File: config.mk
export PLATFORM = sky130hd
export DESIGN_NAME = controlador_semaforos
export DESIGN_NICKNAME = d
export VERILOG_FILES = /design/src/rtl/controlador_semaforos_pkg.sv /design/src/rtl/controlador_semaforos_divisor_1hz.sv /design/src/rtl/controlador_semaforos.sv
export SDC_FILE = /design/constraint.sdc
export NUM_CORES = 1
export LEC_CHECK = 0
export ABC_AREA = 1
export CORE_MARGIN = 2
export CORE_UTILIZATION = 59
export DETAILED_ROUTE_END_ITERATION = 8
export GPL_TIMING_DRIVEN = 0
export PLACE_DENSITY_LB_ADDON = 0.12
export SLEW_MARGIN = 20
export SYNTH_ARGS = -nofsm -noshare
export SYNTH_HDL_FRONTEND = slang
export SYNTH_SLANG_ARGS = --single-unit
export TNS_END_PERCENT = 20
File: constraint.sdc
create_clock -name clk -period 2.2 [get_ports clk]
set_input_delay 0.55 -clock clk [delete_from_list [all_inputs] [get_ports clk]]
set_output_delay 0.55 -clock clk [all_outputs]
set_load 0.005 [all_outputs]
File: src/rtl/controlador_semaforos_pkg.sv
// Shared types and defaults for the two-way traffic-light controller:
// phase encoding, light bundle, phase sequencing and light decode helpers.
package controlador_semaforos_pkg;

  localparam int T_MIN          = 1;
  localparam int T_MAX          = 15;
  localparam int T_VERDE_DEF    = 9;
  localparam int T_AMARILLO_DEF = 3;
  localparam int T_ROJO_DEF     = 1;
  localparam int T_CORTO_DEF    = 3;

  typedef enum logic [2:0] {
    A_VERDE    = 3'd0,
    A_AMARILLO = 3'd1,
    ROJO_1     = 3'd2,
    B_VERDE    = 3'd3,
    B_AMARILLO = 3'd4,
    ROJO_2     = 3'd5
  } estado_t;

  typedef struct packed {
    logic va;
    logic aa;
    logic ra;
    logic vb;
    logic ab;
    logic rb;
  } luces_t;

  function automatic estado_t siguiente(input estado_t s);
    // NOTE: a default arm on every case keeps combinational decode latch-free.
    case (s)
      A_VERDE:    siguiente = A_AMARILLO;
      A_AMARILLO: siguiente = ROJO_1;
      ROJO_1:     siguiente = B_VERDE;
      B_VERDE:    siguiente = B_AMARILLO;
      B_AMARILLO: siguiente = ROJO_2;
      default:    siguiente = A_VERDE;
    endcase
  endfunction

  function automatic luces_t luces_de(input estado_t s);
    case (s)
      A_VERDE:    luces_de = '{va: 1'b1, aa: 1'b0, ra: 1'b0, vb: 1'b0, ab: 1'b0, rb: 1'b1};
      A_AMARILLO: luces_de = '{va: 1'b0, aa: 1'b1, ra: 1'b0, vb: 1'b0, ab: 1'b0, rb: 1'b1};
      B_VERDE:    luces_de = '{va: 1'b0, aa: 1'b0, ra: 1'b1, vb: 1'b1, ab: 1'b0, rb: 1'b0};
      B_AMARILLO: luces_de = '{va: 1'b0, aa: 1'b0, ra: 1'b1, vb: 1'b0, ab: 1'b1, rb: 1'b0};
      default:    luces_de = '{va: 1'b0, aa: 1'b0, ra: 1'b1, vb: 1'b0, ab: 1'b0, rb: 1'b1};
    endcase
  endfunction

endpackage

File: src/rtl/controlador_semaforos_divisor_1hz.sv
// Free-running prescaler: counts 0..CLK_HZ-1 and emits a registered
// one-cycle tick on each wrap.
module divisor_1hz #(
  parameter int CLK_HZ = 25_000_000
) (
  input  logic clk,
  input  logic rst_n,
  output logic tick
);

  localparam int W = (CLK_HZ > 1) ? $clog2(CLK_HZ) : 1;

  logic [W-1:0] r_cnt;
  logic         r_tick;

  // NOTE: sequential state is always assigned with <= so every flop samples
  // pre-edge values regardless of statement order.
  always_ff @(posedge clk or negedge rst_n) begin
    if (!rst_n) begin
      r_cnt  <= '0;
      r_tick <= 1'b0;
    end else if (r_cnt == W'(CLK_HZ - 1)) begin
      r_cnt  <= '0;
      r_tick <= 1'b1;
    end else begin
      r_cnt  <= r_cnt + 1'b1;
      r_tick <= 1'b0;
    end
  end

  assign tick = r_tick;

endmodule

File: src/rtl/controlador_semaforos.sv
// Two-way traffic-light controller: phase FSM, seconds countdown for the
// display, and request buttons that shorten the opposing green.
module controlador_semaforos
  import controlador_semaforos_pkg::*;
#(
  parameter int CLK_HZ     = 25_000_000,
  parameter int T_VERDE    = T_VERDE_DEF,
  parameter int T_AMARILLO = T_AMARILLO_DEF,
  parameter int T_ROJO     = T_ROJO_DEF,
  parameter int T_CORTO    = T_CORTO_DEF
) (
  input  logic       clk,
  input  logic       rst_n,
  input  logic       btn_a,
  input  logic       btn_b,
  output logic       VA,
  output logic       AA,
  output logic       RA,
  output logic       VB,
  output logic       AB,
  output logic       RB,
  output logic [3:0] Numero,
  output logic       tick_1s
);

  function automatic logic [3:0] duracion(input estado_t s);
    case (s)
      A_VERDE, B_VERDE:       duracion = 4'(T_VERDE);
      A_AMARILLO, B_AMARILLO: duracion = 4'(T_AMARILLO);
      default:                duracion = 4'(T_ROJO);
    endcase
  endfunction

  logic       w_tick;
  logic [1:0] r_sync_a, r_sync_b;
  logic       r_prev_a, r_prev_b;
  logic       w_rise_a, w_rise_b;
  logic       r_pend_a, r_pend_b;
  logic       w_req;
  logic       w_en_verde;
  estado_t    r_state;
  estado_t    w_sig;
  logic [3:0] r_seg;
  luces_t     r_luces;

  divisor_1hz #(.CLK_HZ(CLK_HZ)) u_divisor (
    .clk  (clk),
    .rst_n(rst_n),
    .tick (w_tick)
  );

  always_ff @(posedge clk or negedge rst_n) begin
    if (!rst_n) begin
      r_sync_a <= '0;
      r_sync_b <= '0;
      r_prev_a <= 1'b0;
      r_prev_b <= 1'b0;
    end else begin
      r_sync_a <= {r_sync_a[0], btn_a};
      r_sync_b <= {r_sync_b[0], btn_b};
      r_prev_a <= r_sync_a[1];
      r_prev_b <= r_sync_b[1];
    end
  end

  assign w_rise_a   = r_sync_a[1] & ~r_prev_a;
  assign w_rise_b   = r_sync_b[1] & ~r_prev_b;
  assign w_en_verde = (r_state == A_VERDE) || (r_state == B_VERDE);
  assign w_sig      = siguiente(r_state);

  // A fresh edge acts in the same cycle it is seen, so it can pre-empt a tick.
  assign w_req = ((r_state == A_VERDE) && (r_pend_b || w_rise_b)) ||
                 ((r_state == B_VERDE) && (r_pend_a || w_rise_a));

  always_ff @(posedge clk or negedge rst_n) begin
    if (!rst_n) begin
      r_state  <= A_VERDE;
      r_seg    <= 4'(T_VERDE);
      r_luces  <= luces_de(A_VERDE);
      r_pend_a <= 1'b0;
      r_pend_b <= 1'b0;
    end else begin
      if (w_req) begin
        if (r_seg > 4'(T_CORTO)) r_seg <= 4'(T_CORTO);
      end else if (w_tick) begin
        if (r_seg > 4'd1) begin
          r_seg <= r_seg - 4'd1;
        end else begin
          r_state <= w_sig;
          r_seg   <= duracion(w_sig);
          r_luces <= luces_de(w_sig);
        end
      end
      // Either green settles both flags: the opposing one is consumed, the own one is moot.
      r_pend_a <= w_en_verde ? 1'b0 : (r_pend_a | w_rise_a);
      r_pend_b <= w_en_verde ? 1'b0 : (r_pend_b | w_rise_b);
    end
  end

  assign VA      = r_luces.va;
  assign AA      = r_luces.aa;
  assign RA      = r_luces.ra;
  assign VB      = r_luces.vb;
  assign AB      = r_luces.ab;
  assign RB      = r_luces.rb;
  assign Numero  = r_seg;
  assign tick_1s = w_tick;

endmodule

# Word-level counts from Yosys, hierarchy flattened
# Index checks and enable logic that the tools add are counted.
# classes
addsub	2
mul	0
div	0
magnitude_cmp	2
n_eq_ne	9
shift	0
muxes	11
n_bitwise	8
reduce_logical	13
# ops
op	n
$add 25x1->25 const B	1
$eq 25x25->1 const B	1
$mux 25	1
$pmux 6 s4	1
$mux 4	4
$pmux 3 s5	1
$eq 3x2->1 const B	3
$pmux 4 s2	1
$eq 3x1->1 const B	2
$eq 3x3->1 const B	2
$logic_not 3->1	2
$gt 4x1->1 const B	1
$gt 4x2->1 const B	1
$logic_or 1x1->1	4
$not 1->1	4
$reduce_or 2->1	2
$sub 4x1->4 const B	1
$mux 1	3
$reduce_and 3->1	1
$and 1x1->1	2
$logic_and 1x1->1	2
$ne 2x1->1 const B	1
$or 1x1->1	2
$reduce_and 2->1	1
$reduce_bool 2->1	1
# word_totals
regBits	47
latchBits	0
ramBits	0
rom_bits	0
inputBits	4
out_inout_bits	11
word_cells	61
mem_count	0

# Longest topological paths before layout
# depth
ltp_word	8
depth_mapped	9
mapped_depth_nobuf	9

# Modules after synthesis
# Synthesis repeated with hierarchy kept, for this count alone.
# hier_totals
hier_cells	341
area_unflattened_um2	2628.8
# by_module_without_submodules
mod	instances	cells_each	area_each_um2	seq_area_each_um2
divisor_1hz	1	215	1604.0	650.6
controlador_semaforos	1	126	1024.7	530.5

# Least setup slack after synthesis
# Ideal clock, no wire load.
# synth_path
path_type	register to register
from	register r_seg[0] (netlist: Numero[0])
to	register r_seg[3] (netlist: Numero[3])
setup_ps	76
arrival_time_ps	1572
required_time_ps	2124
slack_ps	552
stages_incl_launch_ff	9
n_path_buf	0
synth_period_minus_slack_ps	1648
cell_sequence	dfstp_2 > inv_1 > ha_1 > o21ai_0 > nand2_1 > nor2_1 > nor2_1 > nand2_1 > nand2_1
# synth_via
elab_chain_len	4
word_cells_on_any_way	8
classes_between	add/sub: 1; order compare: 2; eq/ne: 1; mux: 3; reduce/logical: 1
# synth_rtl
element	line	text
from (decl)	controlador_semaforos.sv:43	logic [3:0] r_seg;
from (signal assigned)	controlador_semaforos.sv:78	r_seg <= 4'(T_VERDE);
from (signal assigned)	controlador_semaforos.sv:84	if (r_seg > 4'(T_CORTO)) r_seg <= 4'(T_CORTO);
from (signal assigned)	controlador_semaforos.sv:87	r_seg <= r_seg - 4'd1;
$sub 4x1->4 or $gt 4x1->1 (tied branches)	controlador_semaforos.sv:87, controlador_semaforos.sv:86	
$mux 4	controlador_semaforos.sv:86	if (r_seg > 4'd1) begin
$mux 4	controlador_semaforos.sv:85	end else if (w_tick) begin
$mux 4	controlador_semaforos.sv:83	if (w_req) begin
# Parallel ways exist; a longest one is shown, timed or not. The select of a mux whose other input is x is not followed.
# A chain may end at the register's enable or synchronous reset.

# Worst setup path after layout
# layout_path
from	register r_seg[3] (netlist: Numero[3])
to	output port Numero[3]
# layout_lines
element	line	text
to (decl)	controlador_semaforos.sv:22	output logic [3:0] Numero,
# No word-level cell between the ends.

==> impl_results.md <==
* Combinational family with the most area after synthesis: simple AND/OR/NAND/NOR gates
* Post-synthesis share of cell area spent on full adders, half adders and majority gates at 0.0147
* Cell area after technology mapping at 2560 µm²
* Total Wirelength at 5020 µm
* Pin count of the biggest net entering global routing at 29
* Gate power share at 0.020
* Width of the chip at 69.8 µm
* Area share of the largest cell type after synthesis at 0.421
* Avg Vias per Cell at 5.09
* Per-cell routed wire length at 12.0 µm
* Length in cells of the worst reg-to-reg path at 8
* Peak fanout along the critical path at 6
* Delay of the slowest cell on the worst path at 0.59 ns
* Clock tree root driver cell: sky130_fd_sc_hd__clkbuf_8
* H-tree depth at 2
* Total number of clock tree sinks at 47
* Critical Path AT at 1.41 ns
* Vias post-DR at 2136
* Cell type with the largest total area after synthesis: sky130_fd_sc_hd__dfrtp_1
* Most frequent standard cell in the layout excluding fill and tap cells: sky130_fd_sc_hd__nand2_1
* Fin crit period at 1.96 ns
* Area grow syn2layout at 13.0%
* Number of design-rule violations left by the first detailed-router iteration at 69
* Remaining design rule violation count at 0
* Floorplan die height at 69.8 µm
* Maximum vdd ir drop at 0.000275 V
* Number of max-cap violations at 0
* First-pass GRT wire length at 9000 µm
* Cell with the largest stage delay on the worst path: sky130_fd_sc_hd__dfstp_2
* Setup repair after global routing missed its margin: no
* Critical path data required time at 1.65 ns
* Number of hold-slack violations in the final timing report at 0
* Synthesized area divided by synthesized cell count at 7.37 µm²
* Tightest Pin Transition at 0.692 ns
* Overall overflow remaining after global route at 0
* Residual antenna-violating net count after detailed routing at 0
* Number of buffers between clock root and the deepest sink at 2
* Biggest area contributors in the synthesized netlist: sky130_fd_sc_hd__dfrtp_1 42%, sky130_fd_sc_hd__nand2_1 16%, sky130_fd_sc_hd__nor2_1 9.5%, sky130_fd_sc_hd__inv_1 5.6%, sky130_fd_sc_hd__nand3_1 4.9%
* Crit path launch type: flip-flop
* HPWL after detailed placement at 3810 µm
* Simple-gate share of the synthesized area at 0.392
* Total setup violations reported at the end of the flow at 0
* Count of buffering cells on the critical path with inverters included at 1
* Switching Fraction at 0.214
* Hold Path Class: in2async
* Net switching power at 0.000332 W
* Number of gates given a new drive strength after cts at 0
* Run status: finished, final reports clean
* TritonCTS clock tree: built
* Post-synthesis compound-gate area fraction at 0.0147
* Final worst path period share at 0.889
* Core Area at 4090 µm²
* Commonest non-fill, non-tap cells in the layout: 111 x sky130_fd_sc_hd__nand2_1, 65 x sky130_fd_sc_hd__nor2_1, 43 x sky130_fd_sc_hd__dfrtp_1, 38 x sky130_fd_sc_hd__inv_1, 25 x sky130_fd_sc_hd__nand3_1
* Worst slew margin relative to its limit at 0.534
* Int Power at 0.00122 W
* Stages on worst setup path at 1
* IO Pins at 15
* Series of cell instances along the critical path: clkdlybuf4s50_1
* Antenna diode count at 0
* Fraction of power consumed by sequential logic at 0.561
* Global Route Usage Sum at 0.226
* Multiplexer share of the synthesized area at 0
* Vias in the first global route at 2129
* Count of nets after finishing at 376
* Worst hold-check slack at 0.195 ns
* Antenna violations before repair at 0
* Clk pwr share at 0.419
* Initial standard-cell utilization of the core at 0.626
* Post-CTS setup buffers at 0
* Post-CTS Hold Buffers at 0
* Achievable Freq at 511 MHz
* Synth warnings at 0
* Clock slew at the register clock pins of the worst setup and hold paths at 0.09 ns
* Setup skew after layout at 0.00781 ns
* Standby leakage power at 1.37 nW
* Number of iterations in the first detailed-routing pass at 4
* Classification of the worst setup path: reg2out
* Post-synthesis share of cell area spent on xor and xnor gates at 0.0479
* Proportion of synthesized chip area in sequential cells at 0.462
* Crit end category: output pin
* Layout cells sized above 1 at 0.0919
* Reg2Reg Capture Point: Numero[3]
* Max-slew violations at 0
* Final estimated routing congestion in global placement at 0.884
* Floorplan die area at 4880 µm²
* Nets in the synthesized netlist at 354
* Synthesized instance count at 347
* Standard-cell row count at 23
* FF-to-FF setup slack at 0.31 ns
* TritonCTS buffer count at 5
* Setup TNS Final at 0 ns
* Start of the worst register-to-register path: Numero[0]
* Port Buffers at 14
* Family with the most delay on the worst path: flip-flops
* Flip-flop and latch count after synthesis at 47
* Latest clock arrival within the worst-skew pair at 0.31 ns
* Count of cell types in the netlist at 27
* Total power density per cell area at 537 nW/µm²
## power by group through the flow
| stage | clock network, W | logic, W | registers, W |
|---|---|---|---|
| 2_1_floorplan | 0 | 0.00000557 | 0.000887 |
| 3_3_place_gp | 0 | 0.0000286 | 0.000888 |
| 3_5_place_dp | 0 | 0.0000326 | 0.000888 |
| 4_1_cts | 0.000668 | 0.0000330 | 0.000871 |
| 5_1_grt | 0.000695 | 0.0000376 | 0.000872 |
| 6_report | 0.000651 | 0.0000312 | 0.000871 |
## synthesized netlist by cell type
cell type,number
sky130_fd_sc_hd__nand2_1,111
sky130_fd_sc_hd__nor2_1,65
sky130_fd_sc_hd__dfrtp_1,43
sky130_fd_sc_hd__inv_1,38
sky130_fd_sc_hd__nand3_1,25
sky130_fd_sc_hd__xor2_1,13
sky130_fd_sc_hd__nand4_1,6
sky130_fd_sc_hd__nor2_2,6
sky130_fd_sc_hd__nor3_1,6
sky130_fd_sc_hd__nand2_2,5
sky130_fd_sc_hd__a21oi_1,4
sky130_fd_sc_hd__dfstp_2,4
sky130_fd_sc_hd__nand3b_1,4
sky130_fd_sc_hd__ha_1,3
sky130_fd_sc_hd__buf_4,2
sky130_fd_sc_hd__buf_2,1
sky130_fd_sc_hd__clkinv_1,1
sky130_fd_sc_hd__inv_2,1
sky130_fd_sc_hd__inv_4,1
sky130_fd_sc_hd__nand2_4,1
sky130_fd_sc_hd__nand3_4,1
sky130_fd_sc_hd__nor2_4,1
sky130_fd_sc_hd__nor3_2,1
sky130_fd_sc_hd__o21ai_0,1
sky130_fd_sc_hd__o21ai_1,1
sky130_fd_sc_hd__o21bai_1,1
sky130_fd_sc_hd__xnor2_1,1
## per-layer routing
layer	wire (µm)	global-route usage	part of all wire
met1	2260	0.274	0.45
met2	2510	0.393	0.50
met3	152	0.0407	0.030
met4	99	0.0962	0.020
met5	0	0	0
## final cells by class
class,instances,area [µm²]
Buffer,3,20.0
Inverter,41,156
Multi-Input combinational cell,256,1200
Timing Repair Buffer,15,155
Clock buffer,5,68.8
Tap cell,50,62.6
Fill cell,360,1200
Clock inverter,3,46.3
Sequential cell,47,1180
## sequential cells by signal, summed over array words and instances (netlist names)
register and cells:
AA 1, Numero 4, RA 1, VB 1, r_pend_b 1, VA 1
r_prev_b 1, AB 1, u_divisor.r_cnt 25, r_pend_a 1, RB 1, r_state 3
r_prev_a 1, u_divisor.tick 1, r_sync_a 2, r_sync_b 2
## cells by family (layout without fill, tap and decap cells)
kind of cell    count (synthesis)  in the layout
compound gates                  7              7
xor+xnor                       14             14
fa+ha+maj                       3              3
buf+inv                        44             67
flops                          47             47
simple gates                  232            232
## how the worst max path moves through the flow
| stage | startpoint | to | slack (ns) |
|---|---|---|---|
| finish | Numero[3] | Numero[3] | 0.24 |
| global route | Numero[0] | Numero[3] | 0.13 |
| CTS | Numero[3] | Numero[3] | 0.24 |
| detailed placement | Numero[0] | Numero[3] | 0.36 |
| global placement | rst_n | u_divisor.r_cnt[24] | -0.68 |
| floorplan | Numero[0] | Numero[3] | 0.55 |
## through the flow
stage	utilization	setup WS (ns)	cells	instance area, µm²	power (W)
after floorplan	-	0.552	347	2560	0.000893
after global placement	0.675	-0.677	411	2760	0.000916
after detailed placement	0.679	0.359	412	2780	0.000921
after CTS	0.707	0.241	420	2890	0.00157
after global routing	0.707	0.127	420	2890	0.00160
final	0.707	0.244	420	2890	0.00155
Note: power is estimated with default switching activity, not from simulation.
